File: config.mk
export PLATFORM = sky130hd
export DESIGN_NAME = alu_input_sequencer
export DESIGN_NICKNAME = d
export VERILOG_FILES = /design/src/rtl/alu_seq_pkg.sv /design/src/rtl/button_conditioner.sv /design/src/rtl/alu_input_sequencer.sv
export SDC_FILE = /design/constraint.sdc
export NUM_CORES = 1
export LEC_CHECK = 0
export ABC_AREA = 1
export BUFFER_PORTS_ARGS = -buffer_cell sky130_fd_sc_hd__buf_4
export CAP_MARGIN = 20
export CORE_MARGIN = 3
export CORE_UTILIZATION = 58
export DETAILED_ROUTE_END_ITERATION = 8
export PLACE_DENSITY = 0.89
export SLEW_MARGIN = 20
export SYNTH_ARGS = -nofsm -noshare
export SYNTH_HDL_FRONTEND = slang
export SYNTH_SLANG_ARGS = --single-unit
File: constraint.sdc
create_clock -name clock -period 2.3 [get_ports clock]
set_input_delay 0 -clock clock [delete_from_list [all_inputs] [get_ports clock]]
set_output_delay 0 -clock clock [all_outputs]
set_load 0.1 [all_outputs]
File: src/rtl/alu_seq_pkg.sv
// -----------------------------------------------------------------------------
// alu_seq_pkg
// Shared definitions for the ALU input sequencer: the operator-step state
// encoding, the default debounce length and the state-to-LED decode.
// -----------------------------------------------------------------------------
package alu_seq_pkg;

    typedef enum logic [1:0] {
        WAIT_A  = 2'd0,
        WAIT_B  = 2'd1,
        WAIT_OP = 2'd2,
        SHOW    = 2'd3
    } state_t;

    // 20 ms at 100 MHz
    localparam int DEBOUNCE_DEFAULT = 2_000_000;

    // One-hot step indicator: [0]=WAIT_A, [1]=WAIT_B, [2]=WAIT_OP, [3]=SHOW
    function automatic logic [3:0] state_leds(input state_t s);
        logic [3:0] leds;
        case (s)
            WAIT_A:  leds = 4'b0001;
            WAIT_B:  leds = 4'b0010;
            WAIT_OP: leds = 4'b0100;
            SHOW:    leds = 4'b1000;
            default: leds = 4'b0001;
        endcase
        return leds;
    endfunction

endpackage

File: src/rtl/button_conditioner.sv
// -----------------------------------------------------------------------------
// button_conditioner
// Conditions one raw push-button: 2-FF synchroniser, debounce counter and a
// single-cycle pulse on each accepted press (debounced 0->1). Releases give no
// pulse.
//
// Ports:
//   clock     in   system clock
//   reset     in   asynchronous, active-high reset
//   btn_raw   in   raw, unsynchronised button level
//   btn_level out  debounced button level
//   btn_pulse out  one-cycle pulse on the debounced rising edge
// -----------------------------------------------------------------------------
module button_conditioner #(
    parameter int DEBOUNCE_CYCLES = 2_000_000
) (
    input  logic clock,
    input  logic reset,
    input  logic btn_raw,
    output logic btn_level,
    output logic btn_pulse
);

    // Keep at least one counter bit so tiny debounce values still elaborate
    localparam int CW = (DEBOUNCE_CYCLES > 1) ? $clog2(DEBOUNCE_CYCLES) : 1;
    localparam logic [CW-1:0] CNT_LAST = CW'(DEBOUNCE_CYCLES - 1);

    logic          sync1_q;
    logic          sync2_q;
    logic          level_q, level_d;
    logic          pulse_q, pulse_d;
    logic [CW-1:0] cnt_q, cnt_d;

    // Debounce: count consecutive cycles where the synchronised level
    // disagrees with the accepted level; flip after DEBOUNCE_CYCLES of them.
    always_comb begin
        cnt_d   = cnt_q;
        level_d = level_q;
        pulse_d = 1'b0;
        if (sync2_q == level_q) begin
            cnt_d = {CW{1'b0}};
        end else if (cnt_q == CNT_LAST) begin
            cnt_d   = {CW{1'b0}};
            level_d = ~level_q;
            // Pulse only on the press direction
            pulse_d = ~level_q;
        end else begin
            cnt_d = cnt_q + CW'(1);
        end
    end

    // Synchroniser, counter and debounced state registers
    always_ff @(posedge clock or posedge reset) begin
        if (reset) begin
            sync1_q <= 1'b0;
            sync2_q <= 1'b0;
            level_q <= 1'b0;
            pulse_q <= 1'b0;
            cnt_q   <= {CW{1'b0}};
        end else begin
            sync1_q <= btn_raw;
            sync2_q <= sync1_q;
            level_q <= level_d;
            pulse_q <= pulse_d;
            cnt_q   <= cnt_d;
        end
    end

    assign btn_level = level_q;
    assign btn_pulse = pulse_q;

endmodule

File: src/rtl/alu_input_sequencer.sv
// -----------------------------------------------------------------------------
// alu_input_sequencer
// Walks the operator through operand A, operand B and the opcode using the
// switches and two buttons, producing registered load strobes and a stable
// data bus for the ALU datapath, then commits the result one cycle after the
// opcode load.
//
// Ports:
//   clock      in   system clock
//   reset      in   asynchronous, active-high reset
//   switches   in   [N] operator switches (quasi-static)
//   btn_enter  in   raw enter button
//   btn_undo   in   raw undo button
//   data_out   out  [N] registered value for datapath data_in
//   load_A     out  one-cycle strobe: latch operand A
//   load_B     out  one-cycle strobe: latch operand B
//   load_Op    out  one-cycle strobe: latch opcode (data_out[1:0])
//   updateRes  out  one-cycle strobe: commit ALU result and flags
//   step_leds  out  [4] one-hot current step
// -----------------------------------------------------------------------------
module alu_input_sequencer
    import alu_seq_pkg::*;
#(
    parameter int N               = 16,
    parameter int DEBOUNCE_CYCLES = DEBOUNCE_DEFAULT
) (
    input  logic         clock,
    input  logic         reset,
    input  logic [N-1:0] switches,
    input  logic         btn_enter,
    input  logic         btn_undo,
    output logic [N-1:0] data_out,
    output logic         load_A,
    output logic         load_B,
    output logic         load_Op,
    output logic         updateRes,
    output logic [3:0]   step_leds
);

    logic enter_pulse;
    logic undo_pulse;
    // Debounced levels are not needed by the sequencer itself
    logic enter_level_unused;
    logic undo_level_unused;

    state_t       state_q, state_d;
    logic [N-1:0] data_q, data_d;
    logic         load_a_q, load_a_d;
    logic         load_b_q, load_b_d;
    logic         load_op_q, load_op_d;
    logic         update_q, update_d;

    button_conditioner #(.DEBOUNCE_CYCLES(DEBOUNCE_CYCLES)) u_enter (
        .clock     (clock),
        .reset     (reset),
        .btn_raw   (btn_enter),
        .btn_level (enter_level_unused),
        .btn_pulse (enter_pulse)
    );

    button_conditioner #(.DEBOUNCE_CYCLES(DEBOUNCE_CYCLES)) u_undo (
        .clock     (clock),
        .reset     (reset),
        .btn_raw   (btn_undo),
        .btn_level (undo_level_unused),
        .btn_pulse (undo_pulse)
    );

    // Step FSM, data bus capture and strobe generation; enter has priority
    // over undo. updateRes trails load_Op by one cycle so the opcode register
    // in the datapath has settled before the result is committed.
    always_comb begin
        state_d   = state_q;
        data_d    = data_q;
        load_a_d  = 1'b0;
        load_b_d  = 1'b0;
        load_op_d = 1'b0;
        update_d  = load_op_q;
        if (enter_pulse) begin
            case (state_q)
                WAIT_A: begin
                    data_d   = switches;
                    load_a_d = 1'b1;
                    state_d  = WAIT_B;
                end
                WAIT_B: begin
                    data_d   = switches;
                    load_b_d = 1'b1;
                    state_d  = WAIT_OP;
                end
                WAIT_OP: begin
                    data_d    = switches;
                    load_op_d = 1'b1;
                    state_d   = SHOW;
                end
                SHOW: begin
                    // Back to the start; bus held so the display stays valid
                    state_d = WAIT_A;
                end
                default: begin
                    state_d = WAIT_A;
                end
            endcase
        end else if (undo_pulse) begin
            case (state_q)
                WAIT_A:  state_d = WAIT_A;
                WAIT_B:  state_d = WAIT_A;
                WAIT_OP: state_d = WAIT_B;
                SHOW:    state_d = WAIT_OP;
                default: state_d = WAIT_A;
            endcase
        end else begin
            state_d = state_q;
        end
    end

    // Sequencer registers; reset also cancels a pending updateRes
    always_ff @(posedge clock or posedge reset) begin
        if (reset) begin
            state_q   <= WAIT_A;
            data_q    <= {N{1'b0}};
            load_a_q  <= 1'b0;
            load_b_q  <= 1'b0;
            load_op_q <= 1'b0;
            update_q  <= 1'b0;
        end else begin
            state_q   <= state_d;
            data_q    <= data_d;
            load_a_q  <= load_a_d;
            load_b_q  <= load_b_d;
            load_op_q <= load_op_d;
            update_q  <= update_d;
        end
    end

    assign data_out  = data_q;
    assign load_A    = load_a_q;
    assign load_B    = load_b_q;
    assign load_Op   = load_op_q;
    assign updateRes = update_q;
    assign step_leds = state_leds(state_q);

endmodule

## Word-level counts from Yosys, hierarchy flattened

Cells that the tools add are included.

- Register bits: 72
- Latch bits: 0
- Memory bits (writable): 0
- Memory bits (read-only): 0
- Bits of input ports: 20
- Output and inout bits: 24
- Logic and storage cells: 55
- Memories: 0

- Add/subtract/negate cells: 2
- Multipliers: 0
- Divide/modulo/power cells: 0
- Magnitude comparators: 0
- Equality and inequality tests: 7
- Shift-type cells: 0
- Mux-type cells: 19
- Bitwise logic cells: 4
- Reduce and logical (&&, ||, !) cells: 7

Operators by type and width:

| kind | count |
|---|---|
| 21-bit two-way mux | 4 |
| 21-bit by 1-bit adder with 21-bit output (second input constant) | 2 |
| 21-bit equality test (second input constant) | 2 |
| 4-bit one-hot mux with 4 select lines | 1 |
| 1-bit two-way mux | 10 |
| 2-bit one-hot mux with 4 select lines | 1 |
| 2-bit one-hot mux with 3 select lines | 1 |
| 2-bit AND reduction | 3 |
| 2-bit equality test (second input constant) | 2 |
| 2-bit two-way mux | 2 |
| 1-bit inverter | 4 |
| 3-bit OR reduction | 1 |
| 1-bit equality test | 2 |
| 2-bit by 1-bit equality test with 1-bit output (second input constant) | 1 |
| 2-bit logical NOT | 1 |
| 2-bit nonzero test | 1 |
| 2-bit OR reduction | 1 |

## Logic depth before layout (Yosys ltp)

Gate-level depths: netlist (run 1).

- Depth after elaboration: 5
- Mapped depth: 8
- Depth with buffers taken out: 8

## Modules after synthesis

A second synthesis (run 1) with hierarchy kept.

- Cell total of the unflattened synthesis: 436
- Area total of the unflattened synthesis: 3632.2 µm²

By module, submodules not included:

| module | instances | cells an instance | area each (µm²) | sequential area each (µm²) |
|---|---|---|---|---|
| button_conditioner | 2 | 165 | 1333.8 | 625.6 |
| alu_input_sequencer | 1 | 106 | 964.7 | 550.5 |

## Worst setup path before layout (run 1)

No wires, ideal clock.

- Kind: reg2reg
- From: reg state_q[0]
- To: reg data_q[0], in the netlist data_out[0]
- Setup time: 0.125 ns
- Arrival time: 1.980 ns
- Data required time: 2.175 ns
- Path slack: 0.194 ns
- Cell stages (with the launch flop): 6
- Path buffers: 2
- Clock period less this slack: 2.106 ns
- Cell sequence: dfrtp_1 -> ha_1 -> or2_1 -> buf_6 -> buf_12 -> mux2_4

- Word-level cells in the longest chain between the ends: 3
- Elaborated cells on any way between the ends: 5
- Classes of those cells: eq/ne: 2; reduce/logical: 3

Ends and longest elaborated chain:

| what | RTL line | source |
|---|---|---|
| start: declaration | alu_input_sequencer.sv:46 | `state_t state_q, state_d;` |
| start signal: assignment | alu_input_sequencer.sv:127 | `state_q <= state_d;` |
| 2-bit equality test, or another cell as far along | alu_input_sequencer.sv:80 | `case (state_q)` |
| 3-bit OR reduction (no source line) (*) | - |  |
| 2-bit AND reduction (no source line) (*) | - |  |
| end signal: assignment | alu_input_sequencer.sv:121 | `data_q <= {N{1'b0}};` |
| end signal: assignment | alu_input_sequencer.sv:128 | `data_q <= data_d;` |
| end: declaration | alu_input_sequencer.sv:47 | `logic [N-1:0] data_q, data_d;` |

Mark *: on every way between the ends. The rest lies on a longest branch, timed or not.
A chain may end at the register's enable or synchronous reset.

## Worst setup path after layout (run 1)

- From: reg state_q[0]
- To: reg data_q[10], in the netlist data_out[10]

Same word-level chain as after synthesis.

==> results of run 1 <==
==> layout by cell type, fill, tap and decap left out, types with 4 or more instances in the layout <==
cell type and instances:
nor3_1 4, xor2_1 15, nor2_1 98, mux2_2 6, dlygate4sd3_1 19, o21ai_0 8
xnor2_1 5, inv_1 37, dfrtp_1 72, clkbuf_8 9, mux2_4 10, a21oi_1 9
nand3_1 30, ha_1 8, nand2_1 66, nand4_1 10, buf_4 43
==> area by class of cell <==
type                       count  area, um^2
tap                           72        90.1
clock buffer                  10         128
fill                         356        1410
timing repair buffer          63         533
sequential                    72        1800
multi-input combinational    281        1520
clock inverter                 6        45.0
inverter                      40         150
==> power by group through the flow <==
stage               Clock (W)  Combinational (W)  Sequential, W
floorplan                   0          0.0000628        0.00144
global placement            0           0.000236        0.00133
detailed placement          0           0.000242        0.00133
CTS                  0.000893           0.000270        0.00131
global route         0.000956           0.000287        0.00131
finish               0.000887           0.000272        0.00131
==> per-stage QoR <==
step	cell area, um^2	power, W
after floorplan	3510	0.00150
after global placement	3910	0.00157
after detailed placement	3910	0.00158
after CTS	4270	0.00247
after global routing	4270	0.00256
final	4270	0.00247
==> kinds of logic after synthesis <==
| group | Yosys count |
|---|---|
| compound gates | 19 |
| mux | 16 |
| xor+xnor | 21 |
| simple gates | 217 |
| fa+ha+maj | 8 |
| flops | 72 |
| buf+inv | 42 |
==> worst max path at each step <==
stage                    to  slack [ns]  cells after the start
3_5_place_dp   data_out[12]        0.45                      3
4_1_cts        data_out[12]        0.42                      3
3_3_place_gp   data_out[12]        0.54                      3
5_1_grt        data_out[10]        0.29                      3
6_report       data_out[10]        0.38                      3
2_1_floorplan   data_out[0]        0.19                      5
==> routing by layer <==
metal	wire length, um	up-vias	track usage
met1	3560	1406	0.341
met4	301	0	0.121
li1	-	1407	-
met3	754	42	0.0622
met5	0	-	0
met2	4230	206	0.439
==> registers in the layout, indices dropped and copies added, names as in the netlist, 2 cells and up <==
| register | flops |
|---|---|
| state_q | 2 |
| u_undo.cnt_q | 21 |
| u_enter.cnt_q | 21 |
| data_out | 16 |
==> timing repair <==
| item | CTS | global route |
|---|---|---|
| endpoints found under the hold margin | 50 | 0 |
| hold buffers | 19 | 0 |
| resized for setup | 0 | 0 |
| setup endpoints to repair | 0 | 0 |
==> Yosys cell counts <==
master / instances / share of area
a22oi_1: 1 / 0.0021
nand3_2: 1 / 0.0029
nand4_1: 10 / 0.018
xnor2_1: 5 / 0.012
or2_1: 1 / 0.0018
mux2_4: 10 / 0.043
nor2_2: 1 / 0.0018
mux2_2: 6 / 0.019
nand2_2: 1 / 0.0018
buf_6: 1 / 0.0032
nand2_1: 66 / 0.071
inv_2: 2 / 0.0021
a21oi_1: 9 / 0.013
dfrtp_1: 72 / 0.51
ha_1: 8 / 0.029
nor2_1: 98 / 0.10
o21bai_1: 1 / 0.0021
o21ai_0: 8 / 0.011
nor3_1: 4 / 0.0057
or2_2: 1 / 0.0018
buf_12: 1 / 0.0057
xor2_2: 1 / 0.0046
nand3_1: 30 / 0.043
xor2_1: 15 / 0.037
inv_1: 38 / 0.041
nor3b_1: 2 / 0.0043
nand3b_1: 2 / 0.0043
==> flow_metrics.env, run 1 <==
export IMPL_slew_violations=0
export IMPL_worstHoldStart="btn_enter"
export IMPL_rsz0062_at_grt="no"
export IMPL_synth_fa_ha_area_frac=0.0286
export IMPL_wirelength_um=8850
export IMPL_cts_root_buf="clkbuf_8"
export IMPL_ant_nets=0
export IMPL_drc=0
export IMPL_drive_above_1_share=0.176
export IMPL_critPathLaunchType="flop"
export IMPL_ys_ff_latch=72
export IMPL_hold_viol=0
export IMPL_synthMuxAreaShare=0.0621
export IMPL_die_x_um=83.7
export IMPL_holdPathEnd="u_enter.sync1_q"
export IMPL_start_util=0.618
export IMPL_p_clk_frac=0.359
export IMPL_cts_buffers=9
export IMPL_cp_required_ns=2.52
export IMPL_finalNonFillerCells=544
export IMPL_critPathLaunch="state_q[0]"
export IMPL_finalCritPeriodShare=0.836
export IMPL_nets=495
export IMPL_max_freq_ghz=0.520
export IMPL_max_stage_delay_ns=0.71
export IMPL_hold_slack_ns=0.317
export IMPL_syn_inst=395
export IMPL_worst_slew_pin_slew_ns=0.880
export IMPL_finalWeightedCongestion=0.939
export IMPL_track_usage=0.269
export IMPL_slew_headroom=0.414
export IMPL_cp_arrival_ns=2.14
export IMPL_critical_path_class="reg2reg"
export IMPL_dp_worst_setup_slack_ns=0.452
export IMPL_critPathTopFamily="simple AND/OR/NAND/NOR gates"
export IMPL_coreArea_um2=5680
export IMPL_syn_nets=423
export IMPL_synthSimpleGateAreaFrac=0.261
export IMPL_portBuffers=43
export IMPL_fin_crit_ns=1.92
export IMPL_io_pins=44
export IMPL_clk_pin_slew_ns=0.08
export IMPL_dieArea_um2=7010
export IMPL_grt_start_max_net_pins=41
export IMPL_dpl_cell_count=509
export IMPL_switching_power_w=0.000695
export IMPL_synth_xor_area_frac=0.0546
export IMPL_fin_skew_ns=0.0134
export IMPL_cts_setup_buffers=0
export IMPL_final_util=0.752
export IMPL_antenna_cells=0
export IMPL_grt_pass1_vias=2984
export IMPL_critPathMaxFanout=16
export IMPL_std_cell_rows=27
export IMPL_outcome="complete, no violations"
export IMPL_insertion_delay_ns=0.34
export IMPL_setup_viol_count_final=0
export IMPL_yosysWarnings=0
export IMPL_r2r_cells=3
export IMPL_combPwrFrac=0.110
export IMPL_synth_top_family_by_area="simple AND/OR/NAND/NOR gates"
export IMPL_viasPerCell=5.63
export IMPL_worstPathCellList="ha_1, or2_1, mux2_2"
export IMPL_power_density_nw_per_um2=578
export IMPL_dp_final_hpwl_um=5490
export IMPL_die_y_um=83.7
export IMPL_cts_tree="done"
export IMPL_grt_ovfl_total=0
export IMPL_r2r_start="state_q[0]"
export IMPL_vias=3061
export IMPL_switching_share=0.281
export IMPL_p_seq_frac=0.531
export IMPL_finalSetupTns_ns=0
export IMPL_syn_avg_cell_area_um2=8.88
export IMPL_total_leakage_power_nw=2.01
export IMPL_regToRegSetupSlack_ns=0.38
export IMPL_hp_class="in2reg"
export IMPL_drtIter0Drc=376
export IMPL_first_pass_iters=5
export IMPL_ys_seq_area_frac=0.514
export IMPL_maxCapViolCount=0
export IMPL_grt_first_pass_wirelength_um=15000
export IMPL_clock_sinks=72
export IMPL_clk_path_buf_depth=2
export IMPL_syn_to_final_growth_pct=21.8
export IMPL_crit_buf_inv=0
export IMPL_synth_compound_area_frac=0.0286
export IMPL_ys_types=27
export IMPL_critPathCaptureType="flop"
export IMPL_reg2reg_to="data_out[10]"
export IMPL_avgRoutedWirePerCell_um=16.3
export IMPL_internal_power_w=0.00178
export IMPL_netlist_area_um2=3510
export IMPL_cts_max_level=3
export IMPL_slowest_stage="or2_1"
export IMPL_ir_drop_mv=0.363
export IMPL_antenna_found_initial=0
export IMPL_setup_slack_ns=0.378
export IMPL_worstHoldPathCells=2
Note: power is estimated with default switching activity, not from simulation.
==> inputs of run 2 (changes only) <==
--- a/config.mk
+++ b/config.mk
@@ -9,9 +9,9 @@
 export BUFFER_PORTS_ARGS = -buffer_cell sky130_fd_sc_hd__buf_4
 export CAP_MARGIN = 20
 export CORE_MARGIN = 3
-export CORE_UTILIZATION = 58
+export CORE_UTILIZATION = 52
 export DETAILED_ROUTE_END_ITERATION = 8
-export PLACE_DENSITY = 0.89
+export PLACE_DENSITY = 0.85
 export SLEW_MARGIN = 20
 export SYNTH_ARGS = -nofsm -noshare
 export SYNTH_HDL_FRONTEND = slang
==> constraint.sdc (replaced) <==
create_clock -name clock -period 1.7 [get_ports clock]
set_input_delay 0 -clock clock [delete_from_list [all_inputs] [get_ports clock]]
set_output_delay 0 -clock clock [all_outputs]
set_load 0.1 [all_outputs]
==> run 2 against run 1 <==
Compared with the run above:
- worst hold slack worse by 0.073 ns
- highest routed layer unchanged
- die area up 11%
- clock power is 44% higher
- sequential power grew 35%
- critical endpoint is now u_enter.cnt_q[13]
- via count decreased by 2.9%
- worst setup slack worse by 0.30 ns
- combinational power is 35% higher
- sequential share of layout area down 1.1 points
- wire length down 4.4%
==> flow_metrics.env, run 2 (synthesized netlist as in run 1, its figures left out) <==
export IMPL_die_x_um=88.1
export IMPL_switching_power_w=0.000896
export IMPL_slew_headroom=0.641
export IMPL_cts_max_level=3
export IMPL_seqCellArea_um2=1800
export IMPL_first_pass_iters=5
export IMPL_track_usage=0.227
export IMPL_power_density_nw_per_um2=779
export IMPL_multiInputGateArea_um2=1570
export IMPL_ir_drop_mv=0.759
export IMPL_endpoint="u_enter.cnt_q[13]"
export IMPL_p_clk_frac=0.374
export IMPL_worst_slew_pin_slew_ns=0.534
export IMPL_viasPerCell=5.35
export IMPL_finalWeightedCongestion=0.923
export IMPL_grt_first_pass_wirelength_um=13600
export IMPL_total_leakage_power_nw=2.05
export IMPL_start_util=0.543
export IMPL_critPathCaptureType="flop"
export IMPL_regToRegSetupSlack_ns=0.08
export IMPL_hold_viol=0
export IMPL_setup_viol_count_final=0
export IMPL_slew_violations=0
export IMPL_finalCritPeriodShare=0.955
export IMPL_cts_tree="done"
export IMPL_avgRoutedWirePerCell_um=15.2
export IMPL_wirelength_um=8460
export IMPL_cts_setup_buffers=0
export IMPL_final_util=0.679
export IMPL_grt_pass1_vias=3004
export IMPL_fin_skew_ns=0.0115
export IMPL_std_cell_rows=29
export IMPL_final_common_cell="nor2_1"
export IMPL_critPathLaunchType="flop"
export IMPL_antenna_cells=0
export IMPL_syn_to_final_growth_pct=25.2
export IMPL_cts_buffers=9
export IMPL_critPathLaunch="u_enter.cnt_q[6]"
export IMPL_switching_share=0.262
export IMPL_grt_ovfl_total=0
export IMPL_nets=502
export IMPL_p_seq_frac=0.519
export IMPL_internal_power_w=0.00252
export IMPL_finalSetupTns_ns=0
export IMPL_outcome="complete, no violations"
export IMPL_critical_path_class="reg2reg"
export IMPL_cts_root_buf="clkbuf_8"
export IMPL_fillers=473
export IMPL_drtIter0Drc=200
export IMPL_r2r_cells=7
export IMPL_insertion_delay_ns=0.36
export IMPL_cp_required_ns=1.94
export IMPL_combPwrFrac=0.108
export IMPL_drive_above_1_share=0.192
export IMPL_maxCapViolCount=0
export IMPL_dieArea_um2=7760
export IMPL_vias=2973
export IMPL_portBuffers=43
export IMPL_grt_start_max_net_pins=50
export IMPL_clock_sinks=72
export IMPL_antenna_found_initial=0
export IMPL_dp_final_hpwl_um=5430
export IMPL_coreArea_um2=6460
export IMPL_die_y_um=88.1
export IMPL_critPathMaxFanout=6
export IMPL_clk_pin_slew_ns=0.08
export IMPL_final_cell_mix="96 x nor2_1, 72 x dfrtp_1, 66 x nand2_1, 49 x buf_4, 37 x inv_1"
export IMPL_cp_arrival_ns=1.86
export IMPL_reg2reg_to="u_enter.cnt_q[13]"
export IMPL_io_pins=44
export IMPL_drc=0
export IMPL_ant_nets=0
export IMPL_clk_path_buf_depth=2
export IMPL_max_freq_ghz=0.616
export IMPL_hp_class="in2async"
export IMPL_fin_crit_ns=1.62
export IMPL_r2r_start="u_enter.cnt_q[6]"
-- run 2: cell types whose count changed in the layout (fill, tap and decap cells not counted), moves of 2 or more --
cell      before  now
buf_4         43   49
clkbuf_8       9   12
nor2_1        98   96
nor2_4         0    2
-- run 2: timing repair --
| action | CTS | global route |
|---|---|---|
| hold endpoints to repair | 41 | 0 |
| hold buffers | 19 | 0 |
| resized for setup | 0 | 7 |
| setup endpoints to repair | 0 | 17 |
-- run 2: per-stage QoR --
stage                     cell area (um^2)  std cells  total power, W  hold WS, ns  setup WS [ns]
after floorplan                       3520        395         0.00203       0.0314        -0.0276
after global placement                3980        520         0.00212       0.0708          0.156
after detailed placement              3980        520         0.00213       0.0787         0.0698
after CTS                             4350        555         0.00343        0.247         0.0519
after global routing                  4390        556         0.00354        0.293        -0.0133
final                                 4390        556         0.00342        0.244         0.0771
-- run 2: how the worst min path moves through the flow --
stage	end	slack, ns	cells after the start
2_1_floorplan	u_enter.sync1_q	0.03	0
4_1_cts	state_q[1]	0.25	3
3_5_place_dp	load_B	0.08	2
3_3_place_gp	load_B	0.07	2
6_report	state_q[1]	0.24	3
5_1_grt	state_q[0]	0.29	3
-- run 2: layout make-up --
type	instances	area share
clock buffers	14	0.0393
clock inverters	2	0.00285
inverters	40	0.0351
multi-input cells	282	0.358
flip-flops and latches	72	0.411
well taps	77	0.0220
repair buffers	69	0.132
-- run 2: power groups by stage --
stage | logic (W) | registers (W) | clock network [W]
after floorplan | 0.0000854 | 0.00194 | 0
after global placement | 0.000323 | 0.00180 | 0
after detailed placement | 0.000329 | 0.00180 | 0
after CTS | 0.000367 | 0.00177 | 0.00129
after global routing | 0.000392 | 0.00178 | 0.00138
final | 0.000368 | 0.00177 | 0.00128
-- run 2: layer usage --
| metal | up-vias | GRT usage | part of all wire |
|---|---|---|---|
| met5 | - | 0 | 0 |
| met4 | 0 | 0.103 | 0.030 |
| met3 | 33 | 0.0527 | 0.064 |
| met2 | 130 | 0.398 | 0.52 |
| met1 | 1397 | 0.265 | 0.38 |
| li1 | 1413 | - | - |
-- run 2: worst max-delay path, cell delays in order (launching register included) --
cell	delay [ns]
dfrtp_1	0.39
nand2_1	0.14
nor2_1	0.13
nand2_1	0.17
nor2_1	0.38
nand3_1	0.15
nand3_1	0.11
nor2_1	0.05
==> inputs of run 3 (changes only) <==
--- a/config.mk
+++ b/config.mk
@@ -5,7 +5,6 @@
 export SDC_FILE = /design/constraint.sdc
 export NUM_CORES = 1
 export LEC_CHECK = 0
-export ABC_AREA = 1
 export BUFFER_PORTS_ARGS = -buffer_cell sky130_fd_sc_hd__buf_4
 export CAP_MARGIN = 20
 export CORE_MARGIN = 3
==> run 3 against run 2 <==
Compared with the run above:
- the run now ends with setup timing left
- register-to-register slack lost 0.37 ns
- count of clock-buffer cells in the layout decreased by 1
- wire length rose by 7.3%
- sequential share of layout area down 5.3 points
- worst hold slack gained 0.036 ns
- first-iteration DRC count decreased by 27%
- synthesized area decreased by 5.5%
- critical endpoint is now u_undo.btn_level
==> flow_metrics.env, run 3 <==
export IMPL_synth_most_common_cell="dfrtp_1"
export IMPL_placed_area_um2=4200
export IMPL_io_pins=44
export IMPL_track_usage=0.241
export IMPL_syn_avg_cell_area_um2=11.3
export IMPL_portBuffers=43
export IMPL_netlist_top_cells_area="dfrtp_1 54%, mux2_2 5.8%, xnor2_1 5.0%"
export IMPL_worst_slew_pin_slew_ns=0.632
export IMPL_cp_arrival_ns=2.24
export IMPL_die_y_um=85.8
export IMPL_antenna_cells=0
export IMPL_violations="setup timing"
export IMPL_ys_seq_area_frac=0.544
export IMPL_outcome="finished, violations left"
export IMPL_syn_inst=294
export IMPL_grt_first_pass_wirelength_um=13900
export IMPL_cts_tree="done"
export IMPL_power_density_nw_per_um2=675
export IMPL_ys_ff_latch=72
export IMPL_fin_skew_ns=0.00430
export IMPL_first_pass_iters=4
export IMPL_grt_ovfl_total=0
export IMPL_dieArea_um2=7370
export IMPL_hp_class="in2async"
export IMPL_grt_start_max_net_pins=35
export IMPL_insertion_delay_ns=0.36
export IMPL_ir_drop_mv=0.626
export IMPL_drive_above_1_share=0.473
export IMPL_hold_viol=0
export IMPL_setup_slack_ns=-0.290
export IMPL_ys_types=37
export IMPL_cts_root_buf="clkbuf_8"
export IMPL_finalCritPeriodShare=1.17
export IMPL_clock_sinks=72
export IMPL_dp_final_hpwl_um=5160
export IMPL_avgRoutedWirePerCell_um=17.7
export IMPL_cts_buffers=9
export IMPL_vias=2905
export IMPL_drc=0
export IMPL_total_leakage_power_nw=2.24
export IMPL_dpl_cell_count=459
export IMPL_hold_slack_ns=0.280
export IMPL_fin_area_um2=5040
export IMPL_cp_required_ns=1.95
export IMPL_r2r_start="u_undo.cnt_q[0]"
export IMPL_wirelength_um=9070
export IMPL_fin_crit_ns=1.99
export IMPL_ys_flop_type="dfrtp_1"
export IMPL_start_util=0.547
export IMPL_synthTopCellsByCount="72 x dfrtp_1, 36 x nor2_1, 19 x xnor2_1"
export IMPL_critPathCaptureType="flop"
export IMPL_coreArea_um2=6060
export IMPL_critPathMaxFanout=2
export IMPL_netlist_area_um2=3310
export IMPL_synth_edf_count=0
export IMPL_yosys_area_top_type="dfrtp_1"
export IMPL_regToRegSetupSlack_ns=-0.29
export IMPL_clk_path_buf_depth=2
export IMPL_die_x_um=85.8
export IMPL_final_common_cell="buf_4"
export IMPL_critPathLaunch="u_undo.cnt_q[0]"
export IMPL_final_cell_mix="100 x buf_4, 72 x dfrtp_1, 21 x nor2_2, 19 x xnor2_1, 19 x dlygate4sd3_1"
export IMPL_viasPerCell=5.66
export IMPL_finalNonFillerCells=513
export IMPL_critPathLaunchType="flop"
export IMPL_syn_to_final_growth_pct=52.2
export IMPL_ant_nets=0
export IMPL_clk_pin_slew_ns=0.07
export IMPL_setup_viol_count_final=41
export IMPL_critical_path_class="reg2reg"
export IMPL_async_reset_ff_frac=1.00
export IMPL_drtIter0Drc=146
export IMPL_finalWeightedCongestion=0.812
export IMPL_syn_nets=322
export IMPL_antenna_found_initial=0
export IMPL_nets=461
export IMPL_maxCapViolCount=0
export IMPL_cts_max_level=3
export IMPL_slew_headroom=0.577
export IMPL_finalSetupTns_ns=-5.94
export IMPL_max_freq_ghz=0.503
export IMPL_rsz0062_at_grt="yes"
export IMPL_yosysWarnings=0
export IMPL_slew_violations=0
export IMPL_std_cell_rows=28
export IMPL_grt_pass1_vias=2993
export IMPL_dp_worst_setup_slack_ns=-0.304
export IMPL_synth_top_area_share=0.544
## run 3: worst max-delay path: stages (launching register included)
cell and delay (ns):
dfrtp_1 0.40, ha_4 0.16, nand4_4 0.12, or4_4 0.45, or4_4 0.45, mux2_4 0.31
## run 3: stage by stage
stage,util,power [W]
floorplan,-,0.00185
global placement,0.693,0.00193
detailed placement,0.693,0.00194
CTS,0.782,0.00337
global route,0.832,0.00352
finish,0.832,0.00341
## run 3: final cells by class
type | instances | area (um^2)
Clock buffer | 13 | 159
Clock inverter | 3 | 40.0
Fill cell | 297 | 1020
Inverter | 9 | 37.5
Multi-Input combinational cell | 206 | 1700
Sequential cell | 72 | 1800
Tap cell | 75 | 93.8
Timing Repair Buffer | 135 | 1210
## run 3: path summary, 6_finish.rpt
path / to / cells past startpoint
max: u_undo.btn_level / 5
max in group asynchronous: u_enter.btn_pulse / 4
min: data_out[9] / 3
min in group clock: u_enter.sync1_q / 2
max reg2reg: u_undo.btn_level / 5
min reg2reg: u_enter.sync2_q / 0
## run 3: where the power goes
part	switching [W]	internal, W	total [W]	leakage (nW)
combinational	0.000122	0.000152	0.000274	1.14
sequential	0.0000170	0.00173	0.00175	0.992
clock	0.000634	0.000754	0.00139	0.103
total	0.000772	0.00263	0.00341	2.24
## run 3: kinds of logic after synthesis
| kind of cell | synth area share |
|---|---|
| compound gates | 0.0551 |
| xor+xnor | 0.0819 |
| fa+ha+maj | 0.0302 |
| buf+inv | 0.0208 |
| flops | 0.544 |
| mux | 0.0653 |
| simple gates | 0.203 |
## run 3: timing repair
| item | 4_1_cts | 5_1_grt |
|---|---|---|
| setup endpoints to repair | 41 | 41 |
| pin swaps | 4 | 10 |
| gates cloned | 2 | 1 |
| resized for setup | 11 | 57 |
| hold endpoints to repair | 44 | 0 |
| buffers inserted | 8 | 8 |
| hold buffers | 19 | 0 |
## run 3: per-layer routing
metal / share of wire / GRT usage / vias to the layer above
li1: - / - / 1321
met1: 0.38 / 0.276 / 1481
met2: 0.55 / 0.437 / 76
met3: 0.040 / 0.0480 / 27
met4: 0.027 / 0.0993 / 0
met5: 0 / 0 / -
